`src/rtl/fill_pkg.sv`:
```
// Shared types and default screen geometry for the rectangle fill engine.
// The FILL_RECT_STRIPE_EN macro is consumed by fill_rect, not here.
package fill_pkg;

  typedef enum logic [1:0] {
    S_IDLE = 2'd0,
    S_LOAD = 2'd1,
    S_PLOT = 2'd2,
    S_DONE = 2'd3
  } fill_state_t;

  typedef enum logic {
    FILL_SOLID  = 1'b0,
    FILL_STRIPE = 1'b1
  } fill_mode_t;

  localparam int DEF_SCREEN_W = 160;
  localparam int DEF_SCREEN_H = 120;
  localparam int DEF_X_W      = 8;
  localparam int DEF_Y_W      = 7;
  localparam int DEF_COLOUR_W = 3;

endpackage

```
`src/rtl/rect_clip.sv`:
```
// Combinational corner sort and clip to the visible screen area.
// Flags the rectangle empty when its low corner lies entirely off-screen.
module rect_clip
  import fill_pkg::*;
#(
  parameter int SCREEN_W = DEF_SCREEN_W,
  parameter int SCREEN_H = DEF_SCREEN_H,
  parameter int X_W      = DEF_X_W,
  parameter int Y_W      = DEF_Y_W
) (
  input  logic [X_W-1:0] x0,
  input  logic [X_W-1:0] x1,
  input  logic [Y_W-1:0] y0,
  input  logic [Y_W-1:0] y1,
  output logic [X_W-1:0] x_lo,
  output logic [X_W-1:0] x_hi,
  output logic [Y_W-1:0] y_lo,
  output logic [Y_W-1:0] y_hi,
  output logic           empty
);

  // One extra bit so the limits compare correctly even when SCREEN_W == 2**X_W.
  localparam logic [X_W:0] X_MAX = (X_W+1)'(SCREEN_W - 1);
  localparam logic [Y_W:0] Y_MAX = (Y_W+1)'(SCREEN_H - 1);

  logic [X_W-1:0] x_hi_raw;
  logic [Y_W-1:0] y_hi_raw;

  always_comb begin
    x_lo     = (x0 <= x1) ? x0 : x1;
    x_hi_raw = (x0 <= x1) ? x1 : x0;
    y_lo     = (y0 <= y1) ? y0 : y1;
    y_hi_raw = (y0 <= y1) ? y1 : y0;
    x_hi     = ({1'b0, x_hi_raw} > X_MAX) ? X_MAX[X_W-1:0] : x_hi_raw;
    y_hi     = ({1'b0, y_hi_raw} > Y_MAX) ? Y_MAX[Y_W-1:0] : y_hi_raw;
    empty    = ({1'b0, x_lo} > X_MAX) || ({1'b0, y_lo} > Y_MAX);
  end

endmodule

```
`src/rtl/fill_rect.sv`:
```
// Rectangle fill engine: plots one pixel per cycle, columns outer, rows inner.
// Define FILL_RECT_STRIPE_EN to honour the mode input (colour follows vga_x).
module fill_rect
  import fill_pkg::*;
#(
  parameter int SCREEN_W = DEF_SCREEN_W,
  parameter int SCREEN_H = DEF_SCREEN_H,
  parameter int X_W      = DEF_X_W,
  parameter int Y_W      = DEF_Y_W,
  parameter int COLOUR_W = DEF_COLOUR_W
) (
  input  logic                clk,
  input  logic                rst,
  input  logic                start,
  input  logic [X_W-1:0]      x0,
  input  logic [X_W-1:0]      x1,
  input  logic [Y_W-1:0]      y0,
  input  logic [Y_W-1:0]      y1,
  input  logic [COLOUR_W-1:0] colour,
  input  logic                mode,
  output logic [X_W-1:0]      vga_x,
  output logic [Y_W-1:0]      vga_y,
  output logic [COLOUR_W-1:0] vga_colour,
  output logic                vga_plot,
  output logic                busy,
  output logic                done
);

  fill_state_t         state_reg;
  logic [X_W-1:0]      x0_reg, x1_reg, x_hi_reg, vga_x_reg;
  logic [Y_W-1:0]      y0_reg, y1_reg, y_lo_reg, y_hi_reg, vga_y_reg;
  logic [COLOUR_W-1:0] colour_reg;

  logic [X_W-1:0] clip_x_lo, clip_x_hi;
  logic [Y_W-1:0] clip_y_lo, clip_y_hi;
  logic           clip_empty;

  rect_clip #(
    .SCREEN_W (SCREEN_W),
    .SCREEN_H (SCREEN_H),
    .X_W      (X_W),
    .Y_W      (Y_W)
  ) u_clip (
    .x0    (x0_reg),
    .x1    (x1_reg),
    .y0    (y0_reg),
    .y1    (y1_reg),
    .x_lo  (clip_x_lo),
    .x_hi  (clip_x_hi),
    .y_lo  (clip_y_lo),
    .y_hi  (clip_y_hi),
    .empty (clip_empty)
  );

`ifdef FILL_RECT_STRIPE_EN
  fill_mode_t mode_reg;

  always_ff @(posedge clk or posedge rst) begin
    if (rst)
      mode_reg <= FILL_SOLID;
    else if (state_reg == S_IDLE && start)
      mode_reg <= fill_mode_t'(mode);
  end

  assign vga_colour = (mode_reg == FILL_STRIPE) ? vga_x_reg[COLOUR_W-1:0] : colour_reg;
`else
  logic unused_mode;
  assign unused_mode = mode;
  assign vga_colour  = colour_reg;
`endif

  always_ff @(posedge clk or posedge rst) begin
    if (rst) begin
      state_reg  <= S_IDLE;
      x0_reg     <= '0;
      x1_reg     <= '0;
      y0_reg     <= '0;
      y1_reg     <= '0;
      colour_reg <= '0;
      x_hi_reg   <= '0;
      y_lo_reg   <= '0;
      y_hi_reg   <= '0;
      vga_x_reg  <= '0;
      vga_y_reg  <= '0;
    end else begin
      case (state_reg)
        S_IDLE: begin
          if (start) begin
            x0_reg     <= x0;
            x1_reg     <= x1;
            y0_reg     <= y0;
            y1_reg     <= y1;
            colour_reg <= colour;
            state_reg  <= S_LOAD;
          end
        end
        S_LOAD: begin
          x_hi_reg <= clip_x_hi;
          y_lo_reg <= clip_y_lo;
          y_hi_reg <= clip_y_hi;
          if (clip_empty) begin
            state_reg <= S_DONE;
          end else begin
            vga_x_reg <= clip_x_lo;
            vga_y_reg <= clip_y_lo;
            state_reg <= S_PLOT;
          end
        end
        S_PLOT: begin
          // Equality termination means x never increments past x_hi, so no wrap.
          if (vga_y_reg == y_hi_reg) begin
            if (vga_x_reg == x_hi_reg) begin
              state_reg <= S_DONE;
            end else begin
              vga_x_reg <= vga_x_reg + X_W'(1);
              vga_y_reg <= y_lo_reg;
            end
          end else begin
            vga_y_reg <= vga_y_reg + Y_W'(1);
          end
        end
        S_DONE: begin
          if (!start)
            state_reg <= S_IDLE;
        end
        default: state_reg <= S_IDLE;
      endcase
    end
  end

  assign vga_x    = vga_x_reg;
  assign vga_y    = vga_y_reg;
  assign vga_plot = (state_reg == S_PLOT);
  assign busy     = (state_reg == S_LOAD) || (state_reg == S_PLOT);
  assign done     = (state_reg == S_DONE);

endmodule

```
`config.mk`:
```
export PLATFORM = sky130hd
export DESIGN_NAME = fill_rect
export DESIGN_NICKNAME = d
export VERILOG_FILES = /design/src/rtl/fill_pkg.sv /design/src/rtl/rect_clip.sv /design/src/rtl/fill_rect.sv
export SDC_FILE = /design/constraint.sdc
export NUM_CORES = 1
export LEC_CHECK = 0
export ABC_AREA = 1
export CORE_MARGIN = 8
export CORE_UTILIZATION = 56
export DETAILED_ROUTE_END_ITERATION = 10
export PLACE_DENSITY = 0.8
export SYNTH_ARGS = -nofsm -noshare
export SYNTH_HDL_FRONTEND = slang
export SYNTH_HIERARCHICAL = 1
export SYNTH_SLANG_ARGS = --single-unit
```
`constraint.sdc`:
```
create_clock -name clk -period 2.6 [get_ports clk]
set_input_delay 0.52 -clock clk [delete_from_list [all_inputs] [get_ports clk]]
set_output_delay 0.52 -clock clk [all_outputs]
set_load 0.005 [all_outputs]
```
==> flow_metrics.py <==
metrics = {
    "floorplan": {
        "design.die.area_um2": 11400,
        "pin_count": 58,
        "die_h_um": 107,
        "design.core.area_um2": 8090,
        "num_rows": 33,
        "die_w_um": 107,
        "start_util": 0.570,
    },
    "drt": {
        "vias": 3851,
        "wl_per_cell_um": 13.4,
        "drt-pass1-iter-count": 5,
        "wirelength_um": 10200,
        "drtIter0Drc": 135,
        "vias_per_cell": 5.09,
        "post-route-drc-count": 0,
        "ant_nets": 0,
    },
    "clock_network": {
        "clockBufferDepth": 2,
        "h-tree-depth": 3,
        "clk_latency_ns": 0.36,
        "clock_sinks": 72,
        "ctsHoldBuffers": 0,
        "cts-root-buf": "clkbuf_8",
        "cts.clk_slew.worst_paths_ns": 0.07,
        "cts_made_buffers": 9,
        "cts_tree": "done",
    },
    "timing": {
        "worst_pin_slew_ns": 0.445,
        "fin_crit_sh": 0.928,
        "slew_headroom": 0.703,
        "clock.fmax_ghz": 0.414,
        "drv_slew": 0,
        "setup_viol": 0,
        "timing.final.ws_setup_ns": 0.186,
        "skew_ns": 0.00765,
        "rsz0062_at_grt": "false",
        "hold_viol": 0,
        "finalCriticalPeriod_ns": 2.41,
        "fin_tns_setup_ns": 0,
    },
    "place": {
        "gp_congestion": 0.882,
        "dpl.hpwl_um": 7370,
        "io_buffer_count": 56,
        "placed_area_um2": 5280,
        "place_ws_ns": 0.117,
    },
    "synth": {
        "netlist_area_um2": 4610,
        "synth_area_leaders": "dfrtp_1 (39%), nand2_1 (16%), mux2_2 (10%)",
        "ys_seq_area_frac": 0.391,
        "synth_common_cells": "nand2_1 (194), dfrtp_1 (72), inv_1 (69), nand3_1 (46), mux2_2 (41)",
        "yosysMostFrequentCell": "nand2_1",
        "ys_seq_elements": 72,
        "synth-edff-count": 0,
        "synth_top_area_frac": 0.391,
        "synth-async-reset-ratio": 1.00,
        "synthesis.nets": 628,
        "avgSynthCellArea_um2": 8.09,
        "synth_top_cell_by_area": "dfrtp_1",
        "ys_types": 39,
        "synthCells": 570,
        "yosys_most_used_dff": "dfrtp_1",
        "yosys_warnings": 6,
    },
    "min_path": {
        "hp-class": "reg -> reg",
        "min_from": "vga_colour[2]",
    },
    "global_routing": {
        "grt_usage": 0.185,
        "grt_pass1_vias": 3711,
        "antenna_found_initial": 0,
        "grt_max_degree": 73,
        "grt_overflow": 0,
        "grt_pass1_wl_um": 17200,
    },
    "setup_path": {
        "setup.worst_path.start": "x0_reg[7]",
        "rrSetupSlack_ns": 0.19,
        "critPathRequiredTime_ns": 2.84,
        "cp-start-kind": "flip-flop",
        "path_class": "reg -> reg",
        "reg2regPathDepth": 17,
        "worstReg2RegStart": "x0_reg[7]",
        "worst_r2r_endpoint": "vga_y[1]",
        "critPathCapture": "vga_y[1]",
        "critPathMaxFanout": 7,
        "worstSetupEndpointType": "flip-flop",
        "arrival_ns": 2.66,
    },
    "final_layout": {
        "final_area_um2": 5720,
        "drive_gt1_frac": 0.198,
        "antennaDiodeCount": 0,
        "syn_to_final_growth_pct": 24.1,
        "layout.nets": 705,
        "final.fill_count": 607,
    },
    "flow_run": {
        "drv_cap": 0,
    },
    "run_status": {
        "outcome": "finished clean",
    },
}
-- cell families (layout without fill, tap and decap cells) --
kind of cell | after synthesis | after routing | share of synthesized area
adders and majority gates | 21 | 21 | 0.0570
and+or+nand+nor | 291 | 291 | 0.283
muxes | 42 | 42 | 0.102
AOI/OAI and AO/OA | 46 | 46 | 0.0592
DFF | 72 | 72 | 0.391
xor gates and xnor gates | 13 | 13 | 0.0304
buffers and inverters | 85 | 167 | 0.0773
-- through the flow --
step	cells	util	hold slack [ns]
after floorplan	570	-	0.479
after global placement	724	0.653	0.490
after detailed placement	724	0.653	0.494
after CTS	740	0.682	0.512
after global routing	757	0.707	0.519
final	757	0.707	0.514
-- cells in the final DEF, fill, tap and decap left out, types with 2 or more instances in the layout --
cell type and instances:
nand2_1 193, dfrtp_1 72, inv_1 64, clkdlybuf4s50_1 56, nand3_1 46, mux2_2 41
o21ai_0 26, buf_4 23, nor2_1 17, ha_1 17, nand2_2 12, xnor2_1 9
clkbuf_8 9, o21ai_1 8, inv_2 6, nand2_4 5, nor2_4 5, nor2_2 4
clkinv_2 4, ha_4 4, bufinv_16 3, a21oi_1 3, nand4_1 2, xor2_1 2
nand3b_1 2, o21ai_2 2
-- worst max-delay path, stage by stage (launching register included) --
cell     delay (ns)
dfrtp_1        0.42
ha_1           0.32
nand2_2        0.08
nor2_2         0.16
nand4_2        0.20
nand2_4        0.15
nand2_1        0.06
nand2_1        0.08
nand2_1        0.07
nand2_1        0.05
nand2_1        0.07
nand2_1        0.09
inv_1          0.08
nor2_2         0.13
buf_4          0.13
o21ai_4        0.07
nand2_1        0.08
nand2_1        0.06
-- how the worst min path moves through the flow --
| stage | to | depth (start not counted) | slack (ns) |
|---|---|---|---|
| 2_1_floorplan | x1_reg[1] | 1 | 0.48 |
| 3_3_place_gp | vga_colour[0] | 1 | 0.49 |
| 3_5_place_dp | x1_reg[6] | 1 | 0.49 |
| 4_1_cts | x1_reg[6] | 1 | 0.51 |
| 5_1_grt | vga_colour[2] | 1 | 0.52 |
| 6_report | vga_colour[2] | 1 | 0.51 |
-- final cells by class --
type	count	area, um^2	area share
tap	105	131	0.0230
clock buffer	9	124	0.0216
timing repair buffer	81	766	0.134
clock inverter	7	110	0.0192
inverter	70	263	0.0459
sequential	72	1800	0.315
multi-input combinational	413	2530	0.442
-- metal layers --
metal | wire length [um] | vias to the layer above | GRT usage
li1 | - | 1965 | -
met1 | 4590 | 1768 | 0.234
met2 | 4750 | 101 | 0.289
met3 | 631 | 17 | 0.0456
met4 | 207 | 0 | 0.0915
met5 | 0 | - | 0
-- timing repair --
item / in CTS / in global routing
endpoints found under the setup margin: 0 / 15
resized for setup: 0 / 13
setup buffers: 0 / 17
Power is left out: the tool's default activity adds up to more than one toggle a clock period on the data nets, which glitch-free logic cannot reach.
